--- config.mk ---
export PLATFORM = sky130hd
export DESIGN_NAME = mlp_host_ctrl_flat
export DESIGN_NICKNAME = d
export VERILOG_FILES = /design/src/rtl/mlp_host_ctrl_pkg.sv /design/src/rtl/mlp_host_ctrl_if.sv /design/src/rtl/mlp_host_ctrl_fifo.sv /design/src/rtl/mlp_host_ctrl.sv /design/src/flat_wrapper.sv
export SDC_FILE = /design/constraint.sdc
export NUM_CORES = 2
export LEC_CHECK = 0
export CAP_MARGIN = 40
export CORE_MARGIN = 3
export CORE_UTILIZATION = 62
export DETAILED_ROUTE_END_ITERATION = 10
export PLACE_DENSITY_LB_ADDON = 0.1
export REMOVE_ABC_BUFFERS = 1
export SYNTH_ARGS = -nofsm -noshare
export SYNTH_HDL_FRONTEND = slang
export SYNTH_MEMORY_MAX_BITS = 65536
export SYNTH_SLANG_ARGS = --single-unit
--- constraint.sdc ---
create_clock -name clk_i -period 6.4 [get_ports clk_i]
set_input_delay 1.92 -clock clk_i [delete_from_list [all_inputs] [get_ports clk_i]]
set_output_delay 1.92 -clock clk_i [all_outputs]
set_load 0.01 [all_outputs]
--- src/rtl/mlp_host_ctrl_pkg.sv ---
// Shared constants, opcodes and sequencer states for the MLP host-side controller.
package mlp_pkg;
  localparam int DataWidth   = 16;
  localparam int NumLayers   = 8;
  localparam int Dim         = 16;
  localparam int WeightWords = NumLayers * Dim * Dim;
  localparam int XWords      = Dim * Dim;
  localparam int FifoDepth   = 256;

  // Bit positions inside err_o
  localparam int ErrUnderrun    = 0;
  localparam int ErrUnexpResult = 1;

  typedef enum logic {
    OpLoadW = 1'b0,
    OpInfer = 1'b1
  } op_e;

  typedef enum logic [2:0] {
    StIdle,
    StInitReq,
    StStreamW,
    StStartReq,
    StStreamX,
    StCollect
  } host_state_e;
endpackage

--- src/rtl/mlp_host_ctrl_if.sv ---
// Accelerator-facing control/data bundle; names are seen from the host side.
interface mlp_host_ctrl_if #(
  parameter int DataWidth = 16
);
  logic                 init_valid_o;
  logic                 init_ready_i;
  logic                 start_valid_o;
  logic                 start_ready_i;
  logic [DataWidth-1:0] load_payload_o;
  logic                 result_valid_i;
  logic [DataWidth-1:0] result_data_i;

  modport master (
    output init_valid_o, start_valid_o, load_payload_o,
    input  init_ready_i, start_ready_i, result_valid_i, result_data_i
  );

  modport slave (
    input  init_valid_o, start_valid_o, load_payload_o,
    output init_ready_i, start_ready_i, result_valid_i, result_data_i
  );
endinterface

--- src/rtl/mlp_host_ctrl_fifo.sv ---
// First-word-fall-through result FIFO; the head entry is visible while not empty.
module mlp_result_fifo #(
  parameter int Width = 17,
  parameter int Depth = 256
) (
  input  logic             clk_i,
  input  logic             rst_ni,
  input  logic             push_i,
  input  logic [Width-1:0] push_data_i,
  input  logic             pop_i,
  output logic             empty_o,
  output logic [Width-1:0] head_o
);
  localparam int PtrW = (Depth > 1) ? $clog2(Depth) : 1;
  localparam int CntW = $clog2(Depth + 1);
  localparam logic [PtrW-1:0] PtrMax = PtrW'(Depth - 1);

  logic [Width-1:0] mem_q [Depth];
  logic [PtrW-1:0]  wr_ptr_q, wr_ptr_d, rd_ptr_q, rd_ptr_d;
  logic [CntW-1:0]  count_q, count_d;
  logic             do_pop;

  always_comb begin
    do_pop   = pop_i && (count_q != '0);
    wr_ptr_d = wr_ptr_q;
    rd_ptr_d = rd_ptr_q;
    count_d  = count_q;
    if (push_i) wr_ptr_d = (wr_ptr_q == PtrMax) ? '0 : wr_ptr_q + PtrW'(1);
    if (do_pop) rd_ptr_d = (rd_ptr_q == PtrMax) ? '0 : rd_ptr_q + PtrW'(1);
    case ({push_i, do_pop})
      2'b10:   count_d = count_q + CntW'(1);
      2'b01:   count_d = count_q - CntW'(1);
      default: count_d = count_q;
    endcase
  end

  always_ff @(posedge clk_i or negedge rst_ni) begin
    if (!rst_ni) begin
      wr_ptr_q <= '0;
      rd_ptr_q <= '0;
      count_q  <= '0;
    end else begin
      wr_ptr_q <= wr_ptr_d;
      rd_ptr_q <= rd_ptr_d;
      count_q  <= count_d;
    end
  end

  // Storage carries no reset; occupancy alone decides what is visible.
  always_ff @(posedge clk_i) begin
    if (push_i) mem_q[wr_ptr_q] <= push_data_i;
  end

  assign empty_o = (count_q == '0);
  assign head_o  = mem_q[rd_ptr_q];
endmodule

--- src/rtl/mlp_host_ctrl.sv ---
// Host-side sequencer: issues init/start, streams weight/activation bursts, collects results.
module mlp_host_ctrl import mlp_pkg::*; #(
  parameter int DataWidth = mlp_pkg::DataWidth,
  parameter int NumLayers = mlp_pkg::NumLayers,
  parameter int Dim       = mlp_pkg::Dim,
  parameter int FifoDepth = mlp_pkg::FifoDepth
) (
  input  logic                 clk_i,
  input  logic                 rst_ni,
  input  logic                 cmd_valid_i,
  output logic                 cmd_ready_o,
  input  logic                 cmd_op_i,
  input  logic                 in_valid_i,
  output logic                 in_ready_o,
  input  logic [DataWidth-1:0] in_data_i,
  mlp_host_ctrl_if.master      acc_if,
  output logic                 out_valid_o,
  input  logic                 out_ready_i,
  output logic [DataWidth-1:0] out_data_o,
  output logic                 out_last_o,
  output logic [1:0]           err_o,
  output logic                 busy_o
);
  localparam int WWords = NumLayers * Dim * Dim;
  localparam int XW     = Dim * Dim;
  localparam int CntW   = $clog2(WWords);
  localparam logic [CntW-1:0] WLast = CntW'(WWords - 1);
  localparam logic [CntW-1:0] XLast = CntW'(XW - 1);

  host_state_e          state_q, state_d;
  logic [CntW-1:0]      cnt_q, cnt_d;
  logic [1:0]           err_q, err_d;
  logic [DataWidth-1:0] payload;
  logic                 init_valid, start_valid;
  logic                 push, push_last, fifo_empty, fifo_pop;
  logic [DataWidth:0]   fifo_head;

  always_comb begin
    state_d     = state_q;
    cnt_d       = cnt_q;
    err_d       = err_q;
    cmd_ready_o = 1'b0;
    in_ready_o  = 1'b0;
    payload     = '0;
    init_valid  = 1'b0;
    start_valid = 1'b0;
    push        = 1'b0;
    push_last   = 1'b0;
    case (state_q)
      StIdle: begin
        // Infer must only start into an empty FIFO, so gate every command on it.
        cmd_ready_o = fifo_empty;
        if (cmd_valid_i && fifo_empty) begin
          err_d   = '0;
          cnt_d   = '0;
          state_d = (op_e'(cmd_op_i) == OpInfer) ? StStartReq : StInitReq;
        end
      end
      StInitReq: begin
        init_valid = 1'b1;
        if (acc_if.init_ready_i) state_d = StStreamW;
      end
      StStartReq: begin
        start_valid = 1'b1;
        if (acc_if.start_ready_i) state_d = StStreamX;
      end
      StStreamW, StStreamX: begin
        // The accelerator cannot stall, so a missing word becomes a zero plus a sticky flag.
        in_ready_o = 1'b1;
        if (in_valid_i) payload = in_data_i;
        else            err_d[ErrUnderrun] = 1'b1;
        if (cnt_q == ((state_q == StStreamW) ? WLast : XLast)) begin
          cnt_d   = '0;
          state_d = (state_q == StStreamW) ? StIdle : StCollect;
        end else begin
          cnt_d = cnt_q + CntW'(1);
        end
      end
      StCollect: begin
        if (acc_if.result_valid_i) begin
          push      = 1'b1;
          push_last = (cnt_q == XLast);
          if (push_last) begin
            cnt_d   = '0;
            state_d = StIdle;
          end else begin
            cnt_d = cnt_q + CntW'(1);
          end
        end
      end
      default: state_d = StIdle;
    endcase
    if (acc_if.result_valid_i && (state_q != StCollect)) err_d[ErrUnexpResult] = 1'b1;
  end

  always_ff @(posedge clk_i or negedge rst_ni) begin
    if (!rst_ni) begin
      state_q <= StIdle;
      cnt_q   <= '0;
      err_q   <= '0;
    end else begin
      state_q <= state_d;
      cnt_q   <= cnt_d;
      err_q   <= err_d;
    end
  end

  mlp_result_fifo #(
    .Width (DataWidth + 1),
    .Depth (FifoDepth)
  ) u_fifo (
    .clk_i       (clk_i),
    .rst_ni      (rst_ni),
    .push_i      (push),
    .push_data_i ({push_last, acc_if.result_data_i}),
    .pop_i       (fifo_pop),
    .empty_o     (fifo_empty),
    .head_o      (fifo_head)
  );

  assign fifo_pop              = !fifo_empty && out_ready_i;
  assign out_valid_o           = !fifo_empty;
  assign out_data_o            = fifo_empty ? '0 : fifo_head[DataWidth-1:0];
  assign out_last_o            = !fifo_empty && fifo_head[DataWidth];
  assign acc_if.init_valid_o   = init_valid;
  assign acc_if.start_valid_o  = start_valid;
  assign acc_if.load_payload_o = payload;
  assign err_o                 = err_q;
  assign busy_o                = (state_q != StIdle);
endmodule
--- src/flat_wrapper.sv ---
// flat-port wrapper written by rule: the top's interface ports become plain ports
module mlp_host_ctrl_flat import mlp_pkg::*;
#(
  parameter int DataWidth = mlp_pkg::DataWidth,
  parameter int NumLayers = mlp_pkg::NumLayers,
  parameter int Dim       = mlp_pkg::Dim,
  parameter int FifoDepth = mlp_pkg::FifoDepth
)
  (clk_i, rst_ni, cmd_valid_i, cmd_ready_o, cmd_op_i, in_valid_i, in_ready_o, in_data_i, out_valid_o, out_ready_i, out_data_o, out_last_o, err_o, busy_o, acc_if_init_valid_o, acc_if_start_valid_o, acc_if_load_payload_o, acc_if_init_ready_i, acc_if_start_ready_i, acc_if_result_valid_i, acc_if_result_data_i);
  mlp_host_ctrl_if #(.DataWidth(DataWidth)) acc_if_i ();
  input  logic clk_i;
  input  logic rst_ni;
  input  logic cmd_valid_i;
  output logic cmd_ready_o;
  input  logic cmd_op_i;
  input  logic in_valid_i;
  output logic in_ready_o;
  input  logic [DataWidth-1:0] in_data_i;
  output logic out_valid_o;
  input  logic out_ready_i;
  output logic [DataWidth-1:0] out_data_o;
  output logic out_last_o;
  output logic [1:0] err_o;
  output logic busy_o;
  output wire logic [$bits(acc_if_i.init_valid_o)-1:0] acc_if_init_valid_o;
  output wire logic [$bits(acc_if_i.start_valid_o)-1:0] acc_if_start_valid_o;
  output wire logic [$bits(acc_if_i.load_payload_o)-1:0] acc_if_load_payload_o;
  input wire logic [$bits(acc_if_i.init_ready_i)-1:0] acc_if_init_ready_i;
  input wire logic [$bits(acc_if_i.start_ready_i)-1:0] acc_if_start_ready_i;
  input wire logic [$bits(acc_if_i.result_valid_i)-1:0] acc_if_result_valid_i;
  input wire logic [$bits(acc_if_i.result_data_i)-1:0] acc_if_result_data_i;
  assign acc_if_init_valid_o = acc_if_i.init_valid_o;
  assign acc_if_start_valid_o = acc_if_i.start_valid_o;
  assign acc_if_load_payload_o = acc_if_i.load_payload_o;
  assign acc_if_i.init_ready_i = acc_if_init_ready_i;
  assign acc_if_i.start_ready_i = acc_if_start_ready_i;
  assign acc_if_i.result_valid_i = acc_if_result_valid_i;
  assign acc_if_i.result_data_i = acc_if_result_data_i;
  mlp_host_ctrl #(.DataWidth(DataWidth), .NumLayers(NumLayers), .Dim(Dim), .FifoDepth(FifoDepth)) u_core (.clk_i(clk_i), .rst_ni(rst_ni), .cmd_valid_i(cmd_valid_i), .cmd_ready_o(cmd_ready_o), .cmd_op_i(cmd_op_i), .in_valid_i(in_valid_i), .in_ready_o(in_ready_o), .in_data_i(in_data_i), .acc_if(acc_if_i), .out_valid_o(out_valid_o), .out_ready_i(out_ready_i), .out_data_o(out_data_o), .out_last_o(out_last_o), .err_o(err_o), .busy_o(busy_o));
endmodule
==> run metrics <==
Setup violations, final 2; Syn Area/Cell 22.7 µm²; reg2reg end u_core.u_fifo.count_q[8]; Lkg Pwr 63.2 nW; Tcrit/Tclk final 100%; final WL 472,000 µm; fraction of layout cells with a size suffix above 1 35.1%; YS warnings 0; number of buffers created by CTS 427; global route total overflow 0; largest cells by area after synthesis edfxtp_1 (77%), mux4_2 (15%), mux2i_1 (1.3%); Slew HR 32.9%; adder-cell share of the synthesized area 0.0736%; core area 272,000 µm²; first-pass detailed-route iteration total 8; P&R area growth vs syn 15.9%; Hold Crit Class register to register; initial antenna violation count 24; Hold Path Stages 1; DP Wirelength 280,000 µm; CTS tree done; fin. max-slew vios 0; Setup Crit Path Kind register to output port; # DRC 0; vias in the first global route 85,724; WP data arrival 4.50 ns; global-route wire length before repair 663,000 µm; worst r2r path cells 16; Multi-input gate area 37,400 µm²; register area share after synthesis 77.5%; IO Port Bufs 81; Worst R2R Start u_core.u_fifo.count_q[2]; #FFs+latches synth 4,393; Vias 87,117; highest clock rate 0.156 GHz; fill cell count 15,319; clk root buf clkbuf_16; Synth Area in XOR/XNOR 0.0979%; Ports 82; R2R setup slack 1.90 ns; register area 132,000 µm²; library cells used by synthesis 71; maximum vdd drop 341 µV; total negative slack -0.0381 ns; largest net degree at the start of global routing 145; async set or reset register ratio after synthesis 0.933%; Mapped Area 170,000 µm²; Placed Cells 11,428; clock skew 0.0530 ns; final hold violation count 0; worst hold endpoint u_core.u_fifo.count_q[8]; Period minus WS final 6.42 ns; Max Root-Sink Buffers 4; main combinational cell family by area after synthesis multiplexers; worst endpoint required time 4.48 ns; Die X 530 µm; Die Area 281,000 µm²; max_cap viols 0; worst skew pair latency 0.98 ns; clock sinks 4,393; drt wl/cell 38.3 µm; Tightest Pin Transition 1.01 ns; GRT Util Overall 34.0%; largest area contributor in the netlist edfxtp_1; # rows 191; vias per cell 7.06; crit start category register; Worst Min Path Start u_core.u_fifo.count_q[8]; H-tree depth 5; Initial Util 62.6%; Compound-Gate Fraction of Synth Area 2.02%; Post-synth EDFFs 4,352; Non-Filler Instances 12,343; proportion of synthesized area in mux cells 16.9%; top sig layer met5; gpl congestion 0.892; Pwr Density 391 nW/µm²; Routed Antenna Nets 0; worst-path fanout max 14; unrepaired setup endpoints after global routing yes; failing checks negative setup slack; Die Ht 530 µm; cells after synthesis 7,500; crit end category output port; Post-Synth Simple-Gate Area 1.79%; outcome complete, but fails checks; Final WS setup -0.0196 ns; share of the synthesized area in the top cell type 76.9%; DR WL met3 57,900 µm; wire length on met1 170,000 µm; Final nets 8,461; top_reg_cell synth edfxtp_1; met2 WL 221,000 µm; Initial DRC Count 13,985; Clock Pin Slew Worst Setup and Hold Paths 0.06 ns
==> report_power, final <==
part	total (mW)	leakage [nW]	internal, mW	switching, mW
clock network	24.5	6.60	13.9	10.6
registers	31.9	40.3	31.7	0.232
logic	20.6	16.4	8.46	12.2
==> repair_timing <==
action / 4_1_cts / 5_1_grt
cloned: 21 / 2
resized for setup: 325 / 90
setup buffers: 78 / 30
hold buffers: 0 / 0
pin swaps: 48 / 40
setup endpoints to repair: 17 / 17
==> worst max-delay path by stage <==
stage                               from        endpoint  cells after the start
6_report       u_core.u_fifo.rd_ptr_q[1]  out_data_o[12]                     14
5_1_grt        u_core.u_fifo.rd_ptr_q[0]   out_data_o[3]                     13
2_1_floorplan  u_core.u_fifo.rd_ptr_q[0]  out_data_o[12]                      5
3_5_place_dp   u_core.u_fifo.rd_ptr_q[0]   out_data_o[6]                     14
4_1_cts        u_core.u_fifo.rd_ptr_q[0]   out_data_o[6]                     13
3_3_place_gp   u_core.u_fifo.rd_ptr_q[0]  out_data_o[12]                     13
==> routing by layer <==
layer | track usage, % | up-vias
met5 | 0 | -
met4 | 14.6 | 12
met3 | 8.05 | 1040
met2 | 51.4 | 6240
met1 | 48.6 | 46123
li1 | - | 33702
==> per-stage QoR <==
stage / power (mW) / hold WS [ns] / cell area, µm² / setup slack, ns / util, %
floorplan: 43.8 / 0.443 / 167000 / -55.26 / -
finish: 77.0 / 0.483 / 197000 / -0.0196 / 72.5
CTS: 76.6 / 0.480 / 196000 / -0.0719 / 72.3
detailed placement: 51.1 / 0.462 / 180000 / -0.0991 / 66.3
global route: 78.8 / 0.515 / 197000 / -0.0335 / 72.5
global placement: 50.9 / 0.464 / 180000 / -0.434 / 66.1
==> cells in the mapped netlist (all sizes together), types with 6 or more instances <==
cell and instances:
a2111oi 15, a211o 7, a211oi 40, a21oi 79, a221oi 31, a22o 15
a22oi 53, a311oi 6, a31oi 24, and2 12, and3 32, buf 279
clkbuf 150, dfrtp 41, edfxtp 4352, ha 10, inv 16, mux2 31
mux2i 220, mux4 1166, nand2 210, nand2b 12, nand3 38, nand4 10
nor2 332, nor2b 20, nor3 24, o211ai 14, o21ai 94, o221ai 41
o22ai 34, o31ai 8, or3 7, xnor2 14
==> area by class of cell <==
| class | instances | area share [%] |
|---|---|---|
| antenna | 9 | 0.0114 |
| sequential | 4393 | 66.8 |
| multi-input combinational | 2657 | 19.0 |
| clock buffer | 531 | 5.71 |
| timing repair buffer | 910 | 4.98 |
| inverter | 21 | 0.0508 |
| clock inverter | 252 | 1.15 |
| tap | 3570 | 2.27 |
==> state kept, by name, indices dropped and copies added, names as in the netlist <==
signal                  cells
u_core.u_fifo.mem_q      4352
u_core.cnt_q               11
u_core.u_fifo.count_q       9
u_core.u_fifo.rd_ptr_q      8
u_core.u_fifo.wr_ptr_q      8
u_core.state_q              3
u_core.err_o                2
==> cell usage in the layout, fill, tap and decap left out, types with 17 or more instances in the layout <==
cell,n
nand3_1,35
clkdlybuf4s50_1,47
buf_4,608
a22oi_2,22
a22oi_1,31
dfrtp_1,34
o21ai_0,75
clkbuf_8,18
nor2_1,116
buf_16,51
a21oi_2,17
buf_8,19
o221ai_1,32
nor3_1,20
a21oi_1,57
clkbuf_1,94
edfxtp_1,4352
clkinv_2,96
mux4_2,1166
buf_6,43
a31oi_1,19
mux2i_1,203
clkinvlp_4,21
nor2_2,209
bufinv_16,35
nand2_2,21
a221oi_1,19
o22ai_1,29
clkbuf_16,436
nand2_1,183
buf_12,97
a211oi_1,25
mux2_2,30
clkinv_1,85
and3_1,29
==> critical path, cell delays in order, from the launching register on <==
cell,delay (ns)
dfrtp_4,0.50
buf_12,0.17
buf_4,0.16
buf_4,0.15
buf_4,0.21
nor2b_2,0.50
buf_4,0.36
a2111oi_0,0.15
buf_1,0.16
buf_4,0.15
nor2_1,0.09
o21ai_0,0.15
a211oi_2,0.42
nor4_4,0.16
buf_2,0.18
==> cells by family after synthesis <==
kind of cell | count (synthesis)
AOI/OAI and AO/OA | 498
xor gates and xnor gates | 19
adders and majority gates | 10
muxes | 1417
and+or+nand+nor | 713
DFF | 4393
buffers and inverters | 450
Power figures use the tool's default switching activity.
